--- src/rtl/zmc_pkg.sv ---
// rtl/zmc_pkg.sv - shared constants and helpers for the zmc_banker bank mapper
package zmc_pkg;

    localparam int MA_LO_W = 3;

    // Upper-address decode patterns, most significant bits of SDA_U
    localparam logic [1:0] DEC_W3 = 2'b10;
    localparam logic [2:0] DEC_W2 = 3'b110;
    localparam logic [3:0] DEC_W1 = 4'b1110;
    localparam logic [3:0] DEC_W0 = 4'b1111;

    function automatic int win_base(input int w);
        return 65536 - (1 << (12 + w));
    endfunction

    // Identity map: window w starts on bank 2^(5-w)-2
    function automatic int bank_reset(input int w, input int bank_w);
        int v;
        v = (1 << (5 - w)) - 2;
        if (bank_w >= 31) begin
            return v;
        end
        return v & ((1 << bank_w) - 1);
    endfunction

    function automatic bit num_win_ok(input int n);
        return (n >= 1) && (n <= 4);
    endfunction

    function automatic int clamp_num_win(input int n);
        if (num_win_ok(n)) begin
            return n;
        end
        return (n < 1) ? 1 : 4;
    endfunction

endpackage

--- src/rtl/zmc_strobe_sync.sv ---
// rtl/zmc_strobe_sync.sv - SDRD0 synchroniser, edge detect and aligned write-data shadow
module zmc_strobe_sync (
    input  logic       clk,
    input  logic       rst,
    input  logic       strobe,
    input  logic [1:0] idx_in,
    input  logic [7:0] val_in,
    output logic       commit,
    output logic [1:0] idx,
    output logic [7:0] val
);

    logic [2:0] sync_q, sync_d;
    logic [9:0] shad1_q, shad1_d;
    logic [9:0] shad2_q, shad2_d;
    logic [1:0] warm_q, warm_d;
    logic       armed_q, armed_d;

    // A strobe already high when reset releases must not commit: the edge
    // detector arms only once a low level has come through the synchroniser.
    always_comb begin
        sync_d  = {sync_q[1:0], strobe};
        shad1_d = {idx_in, val_in};
        shad2_d = shad1_q;
        warm_d  = {warm_q[0], 1'b1};
        armed_d = armed_q | (warm_q[1] & ~sync_q[1]);
        commit  = sync_q[1] & ~sync_q[2] & armed_q;
        idx     = shad2_q[9:8];
        val     = shad2_q[7:0];
    end

    always_ff @(posedge clk or posedge rst) begin
        if (rst) begin
            sync_q  <= '0;
            shad1_q <= '0;
            shad2_q <= '0;
            warm_q  <= '0;
            armed_q <= 1'b0;
        end else begin
            sync_q  <= sync_d;
            shad1_q <= shad1_d;
            shad2_q <= shad2_d;
            warm_q  <= warm_d;
            armed_q <= armed_d;
        end
    end

endmodule

--- src/rtl/zmc_banker.sv ---
// rtl/zmc_banker.sv - Z80 upper-window bank mapper; ZMC_READBACK_EN adds the RB_DATA readback port
module zmc_banker
    import zmc_pkg::*;
#(
    parameter int NUM_WIN = 4,
    parameter int BANK_W  = 8
) (
    input  logic                        CLK_24M,
    input  logic                        RESET,
    input  logic                        SDRD0,
    input  logic [1:0]                  SDA_L,
    input  logic [7:0]                  SDA_U,
`ifdef ZMC_READBACK_EN
    output logic [BANK_W-1:0]           RB_DATA,
`endif
    output logic [BANK_W+MA_LO_W-1:0]   MA
);

    localparam int MA_W = BANK_W + MA_LO_W;
    localparam int NW   = clamp_num_win(NUM_WIN);

    logic [7:0]        sda_u_q, sda_u_d;
    logic [MA_W-1:0]   ma_q, ma_d;
    logic [BANK_W-1:0] bank_q [4];
    logic [BANK_W-1:0] bank_d [4];
    logic              commit;
    logic [1:0]        commit_idx;
    logic [7:0]        commit_val;
    logic [1:0]        win;
    logic              win_hit;

    zmc_strobe_sync u_sync (
        .clk    (CLK_24M),
        .rst    (RESET),
        .strobe (SDRD0),
        .idx_in (SDA_L),
        .val_in (SDA_U),
        .commit (commit),
        .idx    (commit_idx),
        .val    (commit_val)
    );

    always_comb begin
        sda_u_d = SDA_U;
        win     = 2'd0;
        win_hit = 1'b0;
        if (sda_u_q[7:6] == DEC_W3) begin
            win     = 2'd3;
            win_hit = 1'b1;
        end else if (sda_u_q[7:5] == DEC_W2) begin
            win     = 2'd2;
            win_hit = 1'b1;
        end else if (sda_u_q[7:4] == DEC_W1) begin
            win     = 2'd1;
            win_hit = 1'b1;
        end else if (sda_u_q[7:4] == DEC_W0) begin
            win     = 2'd0;
            win_hit = 1'b1;
        end
        if (int'(win) >= NW) begin
            win_hit = 1'b0;
        end

        // Pass-through keeps A15..A11 untouched
        ma_d = MA_W'(sda_u_q[7:3]);
        if (win_hit) begin
            case (win)
                2'd0:    ma_d = MA_W'(bank_q[0]);
                2'd1:    ma_d = MA_W'({bank_q[1], sda_u_q[3]});
                2'd2:    ma_d = MA_W'({bank_q[2], sda_u_q[4:3]});
                default: ma_d = MA_W'({bank_q[3], sda_u_q[5:3]});
            endcase
        end
    end

    always_comb begin
        for (int w = 0; w < 4; w++) begin
            bank_d[w] = bank_q[w];
        end
        if (commit && (int'(commit_idx) < NW)) begin
            bank_d[commit_idx] = BANK_W'(commit_val);
        end
    end

    always_ff @(posedge CLK_24M or posedge RESET) begin
        if (RESET) begin
            sda_u_q <= '0;
            ma_q    <= '0;
            for (int w = 0; w < 4; w++) begin
                bank_q[w] <= BANK_W'(bank_reset(w, BANK_W));
            end
        end else begin
            sda_u_q <= sda_u_d;
            ma_q    <= ma_d;
            for (int w = 0; w < 4; w++) begin
                bank_q[w] <= bank_d[w];
            end
        end
    end

    assign MA = ma_q;

`ifdef ZMC_READBACK_EN
    logic [BANK_W-1:0] rb_q, rb_d;

    // Reads the pre-commit bank, so a same-edge write shows up one clock later
    always_comb begin
        rb_d = '0;
        if (int'(SDA_L) < NW) begin
            rb_d = bank_q[SDA_L];
        end
    end

    always_ff @(posedge CLK_24M or posedge RESET) begin
        if (RESET) begin
            rb_q <= '0;
        end else begin
            rb_q <= rb_d;
        end
    end

    assign RB_DATA = rb_q;
`endif

endmodule

--- config.mk ---
export PLATFORM = sky130hd
export DESIGN_NAME = zmc_banker
export DESIGN_NICKNAME = d
export VERILOG_FILES = /design/src/rtl/zmc_pkg.sv /design/src/rtl/zmc_strobe_sync.sv /design/src/rtl/zmc_banker.sv
export SDC_FILE = /design/constraint.sdc
export NUM_CORES = 1
export LEC_CHECK = 0
export CAP_MARGIN = 40
export CORE_MARGIN = 2
export CORE_UTILIZATION = 50
export DETAILED_ROUTE_END_ITERATION = 8
export PLACE_DENSITY = 0.81
export SLEW_MARGIN = 20
export SYNTH_ARGS = -nofsm -noshare
export SYNTH_HDL_FRONTEND = slang
export SYNTH_SLANG_ARGS = --single-unit
--- constraint.sdc ---
create_clock -name CLK_24M -period 5.3 [get_ports CLK_24M]
set_input_delay 1.06 -clock CLK_24M [delete_from_list [all_inputs] [get_ports CLK_24M]]
set_output_delay 1.06 -clock CLK_24M [all_outputs]
set_load 0.02 [all_outputs]
==> results.md, run 1 <==
- Worst r2r src: u_sync.sync_q[1]
- Number of hold-slack violations in the final timing report: 0
- Core Rows: 25
- Area growth syn-to-layout: 18.8%
- Net Switching: 301 uW
- Top cell family by delay on the critical path: buffers and inverters
- Synth Register Bits: 69
- Number of inserted diodes: 0
- Horiz. Die Dim: 75.3 um
- Clk pin slew, worst setup/hold paths: 0.07 ns
- Cell area after placement: 2820 um2
- Number of warnings issued by yosys: 0
- Combinational power share: 0.124
- Final instance area: 3020 um2
- Number of cells produced by synthesis: 163
- Via/cell ratio: 5.17
- Port Buffers: 23
- Most frequent cell after synthesis: dfrtp_1
- Number of vias in the routed layout: 1365
- Maximum fanout along the worst path: 1
- Status: complete, no violations
- Critical path buffer and inverter count: 1
- Wire length per cell: 16.6 um
- Biggest area consumer among synthesized cells: dfrtp_1
- Number of instances in the placed design: 248
- Sequential Power Share: 0.539
- CTS Root Buffer Type: clkbuf_8
- Number of buffers added by the clock tree synthesis step: 9
- Quantity of gates resized following cts: 0
- Maximum level of the CTS H-tree: 3
- Clock tree from TritonCTS: done
- Critical path class: register to primary output
- Number of buffers added for setup after CTS: 0
- Critical path endpoint category: primary output
- Critical-path top delay cell: clkdlybuf4s50_1
- Net Sw Frac: 0.245
- Time the worst path needs with I/O delays and setup: 2.34 ns
- Required time reported for the critical path endpoint: 4.24 ns
- Cell-by-cell listing of the critical path: clkdlybuf4s50_1
- Remaining max-slew budget at the tightest pin: 0.604
- Fraction of registers with async set/reset: 1.00
- Initial core utilization: 0.528
- Post-Layout Cell Count: 264
- Setup slack on the worst flop-to-flop path: 3.67 ns
- Total number of clock tree sinks: 69
- Count of cells along the worst hold path: 0
- RSZ-0062 raised after global routing: no
- Die Outline Area: 5670 um2
- Iteration count of the initial detailed-routing pass: 4
- Placeable core region: 4820 um2
- Critical Path Start: MA[4]
- Total Routing Usage GR: 0.185
- Ports placed on the boundary: 24
- Arrival time of the worst setup path: 1.28 ns
- Overall die height: 75.3 um
- Routability congestion estimate: 0.760
- Detail Route Antenna Nets: 0
- Post-synth EDFFs: 0
- Cell count along the critical path: 1
- Maximum VDD drop: 0.230 mV
- Largest net degree at the start of global routing: 43
- Post-route fraction of the period consumed by the critical path: 0.442
- Max Slew Vio Count: 0
- Via count of the first global-routing pass: 1483
- Setup crit start kind: register
- Setup tns final: 0 ns
- Maximum count of clock buffers along a single path: 2
- Fraction of layout instances using a drive strength above 1: 0.335
- Post-synth top area share: 0.581
- Wire length of the first global-routing pass: 7270 um
- RR Endpoint: bank_q[15]
- Hold path startpoint: u_sync.shad1_q[9]
- Total Routed Length: 4380 um
- Worst clock skew: 0.00526 ns
- Power per cell area: 407 nW/um2
- Dominant register cell in the synthesized netlist: dfrtp_1
- Hold-fix buffers, CTS: 0
- Grt ovf: 0
- Initial antenna violation count: 0
- Highest clock frequency the design can meet: 427 MHz
- Tightest Pin Transition: 0.594 ns
- Synth Net Count: 176
- Post-route DRC violation count: 0
- Utilization after layout: 0.627
- Power share of the clock group: 0.337
- Ranking of synthesized cells by area: dfrtp_1 (58%), mux2_2 (11%), dfstp_2 (10%)
- Synth Area per Inst: 15.6 um2
- Commonest cells post-synth: dfrtp_1 (59), mux2_2 (25), o21ai_0 (12)
- Logic depth of the worst register-to-register path: 3
- Tightest Hold Check Type: register to register
- Synth cell types: 28
- Portion of the post-synthesis area used by sequential elements: 0.684
- Net count, final: 205
- Number of fill cells: 381
- P_leak: 1.31 nW
- Number of failing setup endpoints in the final timing report: 0
- Number of max-cap violations: 0
- Worst-case hold path end point: u_sync.shad2_q[9]
- Later-pin clock latency in the skew report: 0.34 ns
- Largest incremental delay on the critical path: 0.61 ns
- Internal Dissipation: 928 uW
- DPL Wire Length: 2850 um
- Starting DRC count in detailed routing: 107
- Post-Synthesis Cell Area: 2540 um2
-- logic make-up (layout without fill, tap and decap cells) --
logic type / Yosys count / after routing / synth area share
AOI/OAI and AO/OA: 20 / 20 / 0.0438
buffers and inverters: 9 / 43 / 0.0217
DFF: 69 / 69 / 0.684
muxes: 39 / 39 / 0.184
other: 1 / 1 / 0.00148
and+or+nand+nor: 25 / 25 / 0.0650
-- layout make-up --
class,count,area [um2],area share
Multi-Input combinational cell,85,747,0.247
Sequential cell,69,1740,0.576
Tap cell,67,83.8,0.0278
Clock buffer,9,124,0.0410
Inverter,3,11.3,0.00373
Timing Repair Buffer,24,238,0.0787
Clock inverter,7,76.3,0.0253
-- registers in the layout, indices dropped and copies added (netlist names) --
| name | count |
|---|---|
| u_sync.sync_q | 3 |
| u_sync.warm_q | 2 |
| u_sync.shad1_q | 10 |
| bank_q | 32 |
| u_sync.shad2_q | 10 |
| u_sync.armed_q | 1 |
| MA | 11 |
-- through the flow --
| stage | hold slack (ns) | setup slack, ns | power (mW) |
|---|---|---|---|
| 3_5_place_dp | 0.335 | 2.86 | 0.825 |
| 4_1_cts | 0.351 | 2.94 | 1.24 |
| 3_3_place_gp | 0.332 | 2.93 | 0.812 |
| 5_1_grt | 0.359 | 2.89 | 1.29 |
| 6_report | 0.350 | 2.96 | 1.23 |
| 2_1_floorplan | 0.331 | 2.52 | 0.766 |
-- layer usage --
| layer | up-vias | part of all wire | track usage |
|---|---|---|---|
| met5 | - | 0 | 0 |
| met2 | 39 | 0.51 | 0.293 |
| met1 | 704 | 0.43 | 0.224 |
| met3 | 5 | 0.055 | 0.0886 |
| li1 | 617 | - | - |
| met4 | 0 | 0.012 | 0.0624 |
-- power by group through the flow --
stage	Sequential [mW]	Clock, mW	Combinational (mW)
floorplan	0.665	0	0.100
global placement	0.666	0	0.147
detailed placement	0.672	0	0.153
CTS	0.663	0.426	0.155
global route	0.672	0.452	0.167
finish	0.663	0.414	0.152
-- worst max path at each step --
stage,to,slack [ns]
after floorplan,MA[0],2.52
after global placement,bank_q[25],2.93
after detailed placement,bank_q[17],2.86
after CTS,MA[0],2.94
after global routing,MA[8],2.89
final,MA[4],2.96
-- cells in the final DEF (no fill, tap or decap), drive strengths merged --
master / netlist / routed
a31oi: 1 / 1
nor2b: 3 / 3
clkdlybuf4s50: 0 / 23
buf: 5 / 1
a21boi: 1 / 1
conb: 1 / 1
and4bb: 1 / 1
nand2: 5 / 5
and4b: 1 / 1
nand2b: 2 / 2
a21oi: 4 / 4
clkinvlp: 0 / 2
bufinv: 0 / 1
clkinv: 0 / 4
dfrtp: 59 / 59
o21ai: 12 / 12
mux2i: 5 / 5
clkbuf: 1 / 9
inv: 3 / 3
dfstp: 10 / 10
mux2: 34 / 34
a21o: 1 / 1
a21bo: 1 / 1
nand3: 5 / 5
nand3b: 1 / 1
nand4: 1 / 1
and2: 6 / 6
Note: power is estimated with default switching activity, not from simulation.
==> run 2: changes to the inputs <==
- PLACE_DENSITY: 0.81 -> 0.84
- clock period: 5.3 -> 2 ns (I/O delays scaled with it)
==> run 2 against run 1 <==
Power rose to 2.5 times the previous value. Combinational power grew to 2.7 times the previous value. Routed wire length down 4.5%. Die area unchanged. Global-route usage is 0.78 points lower. Hold slack better by 0.0010 ns. Via count down 2.1%. Sequential share of layout area rose by 0.29 points. Cell count unchanged. Largest cell class unchanged. Highest routed layer unchanged.
==> results.md, run 2 (same netlist as run 1, synthesis figures left out) <==
- Detail Route Antenna Nets: 0 (unchanged)
- Critical path class: register to primary output (unchanged)
- DPL Wire Length: 2700 um (was 2850 um)
- Area growth syn-to-layout: 18.2% (was 18.8%)
- Number of inserted diodes: 0 (unchanged)
- Total number of clock tree sinks: 69 (unchanged)
- Setup crit start kind: register (unchanged)
- Tightest Pin Transition: 0.569 ns (was 0.594 ns)
- Port Buffers: 23 (unchanged)
- Most common cell after layout, fill and taps aside: dfrtp_1 (unchanged)
- Largest incremental delay on the critical path: 0.60 ns (was 0.61 ns)
- Arrival time of the worst setup path: 1.27 ns (was 1.28 ns)
- Number of buffers added for setup after CTS: 0 (unchanged)
- Hold-fix buffers, CTS: 0 (unchanged)
- Worst clock skew: 0.00928 ns (was 0.00526 ns)
- Power per cell area: 1030 nW/um2 (was 407 nW/um2)
- CTS Root Buffer Type: clkbuf_8 (unchanged)
- Iteration count of the initial detailed-routing pass: 4 (unchanged)
- Setup tns final: 0 ns (unchanged)
- Quantity of gates resized following cts: 0 (unchanged)
- Most frequent cells in the layout: dfrtp_1 (59), mux2_2 (25), clkdlybuf4s50_1 (23), o21ai_0 (12), dfstp_2 (10) (unchanged)
- Later-pin clock latency in the skew report: 0.34 ns (about the same)
- Maximum VDD drop: 0.600 mV (was 0.230 mV)
- Post-route fraction of the period consumed by the critical path: 0.835
- RSZ-0062 raised after global routing: no (unchanged)
- Overall die height: 75.3 um (unchanged)
- Net count, final: 205 (unchanged)
- Status: complete, no violations (unchanged)
- Top cell family by delay on the critical path: buffers and inverters (unchanged)
- Clock tree from TritonCTS: done (unchanged)
- Ports placed on the boundary: 24 (unchanged)
- Crit path setup slack, layout: 0.330 ns (was 2.96 ns)
- Total Routing Usage GR: 0.177 (was 0.185)
- Time the worst path needs with I/O delays and setup: 1.67 ns
- Max reg flops: 32 (unchanged)
- Number of failing setup endpoints in the final timing report: 0 (unchanged)
- Number of buffers added by the clock tree synthesis step: 9 (unchanged)
- Met1 Use GR: 0.234 (was 0.224)
- Initial antenna violation count: 0 (unchanged)
- Cell-by-cell listing of the critical path: clkdlybuf4s50_1 (unchanged)
- Cell area after placement: 2840 um2 (was 2820 um2)
- Wire length of the first global-routing pass: 6970 um (was 7270 um)
- Placeable core region: 4820 um2 (unchanged)
- Max Slew Vio Count: 0 (unchanged)
- Die Outline Area: 5670 um2 (unchanged)
- Starting DRC count in detailed routing: 74 (was 107)
- Tightest Hold Check Type: register to register (unchanged)
- P_leak: 1.29 nW (was 1.31 nW)
- Horiz. Die Dim: 75.3 um (unchanged)
- Grt ovf: 0 (unchanged)
- Via/cell ratio: 5.06 (was 5.17)
- Number of max-cap violations: 0 (unchanged)
- Number of vias in the routed layout: 1337 (was 1365)
- Initial core utilization: 0.528 (unchanged)
- Critical-path top delay cell: clkdlybuf4s50_1 (unchanged)
- Total Routed Length: 4180 um (was 4380 um)
- Wire length per cell: 15.8 um (was 16.6 um)
- Global-route track usage on met3: 0.0833 (was 0.0886)
- Maximum count of clock buffers along a single path: 2 (unchanged)
- Post-route DRC violation count: 0 (unchanged)
- Highest clock frequency the design can meet: 599 MHz
- Critical path endpoint category: primary output (unchanged)
- Maximum fanout along the worst path: 1 (unchanged)
- Total power after layout: 3.11 mW (was 1.23 mW)
- Required time reported for the critical path endpoint: 1.60 ns (was 4.24 ns)
- Remaining max-slew budget at the tightest pin: 0.620 (was 0.604)
- Largest net degree at the start of global routing: 70 (was 43)
- Clk pin slew, worst setup/hold paths: 0.07 ns (about the same)
- Final instance area: 3000 um2 (was 3020 um2)
- Critical path buffer and inverter count: 1 (unchanged)
- Fraction of layout instances using a drive strength above 1: 0.330 (was 0.335)
- Number of hold-slack violations in the final timing report: 0 (unchanged)
- Post-placement worst setup slack: 0.439 ns (was 2.86 ns)
- Register bank with the most flops: bank_q (unchanged)
- Routability congestion estimate: 0.828 (was 0.760)
- GRT Max-Usage Layer: met2 (unchanged)
- Global Route met2 Usage: 0.263 (was 0.293)
- Core Rows: 25 (unchanged)
- Maximum level of the CTS H-tree: 3 (unchanged)
- Utilization after layout: 0.624 (was 0.627)
- Number of fill cells: 391 (was 381)
- Via count of the first global-routing pass: 1428 (was 1483)
[run 2: cell type report]
type | count | area [um2] | area share
clock inverters | 6 | 41.3 | 0.0137
multi-input cells | 85 | 747 | 0.249
clock buffers | 10 | 128 | 0.0425
well taps | 67 | 83.8 | 0.0279
inverters | 3 | 15.0 | 0.00500
repair buffers | 24 | 250 | 0.0833
flip-flops and latches | 69 | 1740 | 0.579
[run 2: worst register-to-register path: cells and delay by family (launching register included)]
family	cells	cell delay, ns
and+or+nand+nor	2	0.69
muxes	1	0.40
DFF	1	0.38
[run 2: path summary, 6_finish.rpt]
| check | from | endpoint | slack (ns) | cells after the start |
|---|---|---|---|---|
| worst min-delay path | u_sync.shad1_q[1] | u_sync.shad2_q[1] | 0.35 | 0 |
| worst max register to register | u_sync.sync_q[1] | bank_q[13] | 0.42 | 3 |
| worst min register to register | u_sync.shad1_q[1] | u_sync.shad2_q[1] | 0.35 | 0 |
| max in group asynchronous | RESET | bank_q[25] | 1.18 | 3 |
| min in group asynchronous | RESET | u_sync.shad1_q[4] | 0.50 | 3 |
| worst max-delay path | MA[0] | MA[0] | 0.33 | 1 |
[run 2: through the flow]
step	hold slack, ns	cells
after floorplan	0.331	163
after global placement	0.331	248
after detailed placement	0.336	248
after CTS	0.352	264
after global routing	0.355	264
final	0.351	264
[run 2: layer usage]
layer  wire length, um  share of wire
met1              1810           0.43
met5                 0              0
met4                29         0.0069
met2              2060           0.49
met3               279          0.067
[run 2: report_power, final]
part           switching (mW)  internal [mW]  leakage, nW
sequential              0.120           1.63        0.809
combinational           0.155          0.249        0.403
clock                   0.504          0.446       0.0783
==> run 3: changes to the inputs <==
- clock period: 2 -> 1.5 ns (I/O delays scaled with it)
==> run 3 against run 2 <==
Highest routed layer unchanged. Clock-buffer cell count is 1 higher. Global-route usage rose by 0.64 points. Sequential cell count unchanged. Power rose by 40%. Core utilization up 2.7 points.
==> results.md, run 3 (same netlist as run 1, synthesis figures left out) <==
- Maximum VDD drop: 0.790 mV (was 0.600 mV)
- Max Slew Vio Count: 0 (unchanged)
- Critical path class: register to register (was register to primary output)
- Status: complete, no violations (unchanged)
- Utilization after layout: 0.651 (was 0.624)
- Time the worst path needs with I/O delays and setup: 1.43 ns
- Worst clock skew: 0.00723 ns (was 0.00928 ns)
- Number of hold-slack violations in the final timing report: 0 (unchanged)
- Wire length of the first global-routing pass: 7220 um (was 6970 um)
- Tightest Hold Check Type: register to register (unchanged)
- Critical path endpoint category: register (was primary output)
- Largest incremental delay on the critical path: 0.41 ns (was 0.60 ns)
- Most common cell after layout, fill and taps aside: dfrtp_1 (unchanged)
- Post-route DRC violation count: 0 (unchanged)
- Total Routing Usage GR: 0.183 (was 0.177)
- Number of vias in the routed layout: 1373 (was 1337)
- Post-placement worst setup slack: -0.0130 ns (was 0.439 ns)
- Detail Route Antenna Nets: 0 (unchanged)
- Number of fill cells: 371 (was 391)
- Port Buffers: 23 (unchanged)
- P_leak: 1.40 nW (was 1.29 nW)
- Register bank with the most flops: bank_q (unchanged)
- Routability congestion estimate: 0.771 (was 0.828)
- Area growth syn-to-layout: 23.3% (was 18.2%)
- Total number of clock tree sinks: 69 (unchanged)
- Setup crit start kind: register (unchanged)
- Iteration count of the initial detailed-routing pass: 4 (unchanged)
- Total Routed Length: 4220 um (was 4180 um)
- Highest clock frequency the design can meet: 697 MHz
- Placeable core region: 4820 um2 (unchanged)
- Later-pin clock latency in the skew report: 0.34 ns (about the same)
- Fraction of layout instances using a drive strength above 1: 0.364 (was 0.330)
- Largest net degree at the start of global routing: 70 (unchanged)
- Crit path setup slack, layout: 0.0659 ns (was 0.330 ns)
- Power per cell area: 1390 nW/um2 (was 1030 nW/um2)
- Max reg flops: 32 (unchanged)
- Ports placed on the boundary: 24 (unchanged)
- Wire length per cell: 15.5 um (was 15.8 um)
- Final instance area: 3130 um2 (was 3000 um2)
- Number of inserted diodes: 0 (unchanged)
- Die Outline Area: 5670 um2 (unchanged)
- Clock tree from TritonCTS: done (unchanged)
- Starting DRC count in detailed routing: 66 (was 74)
- Final-layout worst hold slack: 0.353 ns (was 0.351 ns)
- Critical-path top delay cell: dfrtp_1 (was clkdlybuf4s50_1)
- Maximum fanout along the worst path: 8 (was 1)
- CTS Root Buffer Type: clkbuf_8 (unchanged)
- Maximum level of the CTS H-tree: 3 (unchanged)
- Net count, final: 214 (was 205)
- Required time reported for the critical path endpoint: 1.73 ns (was 1.60 ns)
- Cell-by-cell listing of the critical path: and4bb_1 -> nor2b_4 -> buf_12 -> mux2_4 (was clkdlybuf4s50_1)
- Core Rows: 25 (unchanged)
- DPL Wire Length: 2880 um (was 2700 um)
- Post-route fraction of the period consumed by the critical path: 0.956
- Most frequent cells in the layout: dfrtp_1 (59), mux2_2 (25), o21ai_0 (12), clkdlybuf4s50_1 (12), dlygate4sd2_1 (11) (was dfrtp_1 (59), mux2_2 (25), clkdlybuf4s50_1 (23), o21ai_0 (12), dfstp_2 (10))
- Critical path buffer and inverter count: 1 (unchanged)
- Initial core utilization: 0.528 (unchanged)
- Arrival time of the worst setup path: 1.66 ns (was 1.27 ns)
- Horiz. Die Dim: 75.3 um (unchanged)
- Number of max-cap violations: 0 (unchanged)
- Via/cell ratio: 5.03 (was 5.06)
- Cell area after placement: 2920 um2 (was 2840 um2)
- Grt ovf: 0 (unchanged)
- Top cell family by delay on the critical path: simple AND/OR/NAND/NOR gates (was buffers and inverters)
- Initial antenna violation count: 0 (unchanged)
- Overall die height: 75.3 um (unchanged)
- Number of failing setup endpoints in the final timing report: 0 (unchanged)
- Via count of the first global-routing pass: 1456 (was 1428)
- Maximum count of clock buffers along a single path: 2 (unchanged)
- RSZ-0062 raised after global routing: yes (was no)
- Number of buffers added by the clock tree synthesis step: 9 (unchanged)
- Clk pin slew, worst setup/hold paths: 0.07 ns (about the same)
-- run 3: changes by cell type in the layout (fill, tap and decap cells not counted) --
cell,before,now
clkinv_4,1,0
nor2b_1,2,1
buf_4,0,6
clkinvlp_4,4,3
buf_12,1,4
dlygate4sd2_1,0,11
clkdlybuf4s50_1,23,12
bufinv_16,0,1
nor2b_4,1,2
clkbuf_8,9,10
inv_6,0,1
clkinv_2,2,1
-- run 3: path summary, 6_finish.rpt --
check	startpoint	end	slack, ns	cells after the start
worst min-delay path	u_sync.shad1_q[8]	u_sync.shad2_q[8]	0.35	0
worst max register to register	u_sync.sync_q[2]	bank_q[24]	0.07	4
min in group asynchronous	RESET	u_sync.sync_q[0]	0.43	3
max in group asynchronous	RESET	bank_q[1]	0.75	3
worst max-delay path	u_sync.sync_q[2]	bank_q[24]	0.07	4
worst min register to register	u_sync.shad1_q[8]	u_sync.shad2_q[8]	0.35	0
-- run 3: area by class of cell --
cell class	count	area [um2]	share of cell area
flip-flops and latches	69	1740	0.555
multi-input cells	85	754	0.241
repair buffers	33	342	0.109
clock buffers	11	141	0.0451
well taps	67	83.8	0.0267
clock inverters	5	58.8	0.0188
inverters	3	15.0	0.00479
-- run 3: power breakdown --
part	total, mW	switching, mW	internal [mW]
Sequential	2.33	0.149	2.18
Combinational	0.548	0.221	0.328
Clock	1.48	0.662	0.815
Total	4.35	1.03	3.32
-- run 3: metal layers --
metal  global-route usage  vias to the layer above  wire length (um)
met1                0.232                      700              1870
met4               0.0741                        0                50
met3               0.0860                        4               225
met2                0.275                       34              2080
li1                     -                      635                 -
met5                    0                        -                 0
-- run 3: repair_timing --
item / 4_1_cts / 5_1_grt
cloned: 0 / 0
setup buffers: 1 / 0
gates resized for setup: 11 / 2
pin swaps: 0 / 1
endpoints found under the setup margin: 15 / 8
hold buffers: 0 / 0
-- run 3: worst register-to-register path, cell delays in order, from the launching register on --
cell	delay (ns)
dfrtp_1	0.41
and4bb_1	0.30
nor2b_4	0.17
buf_12	0.14
mux2_4	0.30
-- run 3: through the flow --
stage	TNS, ns	power (mW)	std cells
CTS	0	4.41	273
global placement	0	2.90	256
floorplan	0	2.71	163
finish	0	4.35	273
global route	-0.000290	4.58	273
detailed placement	-0.0318	2.94	256
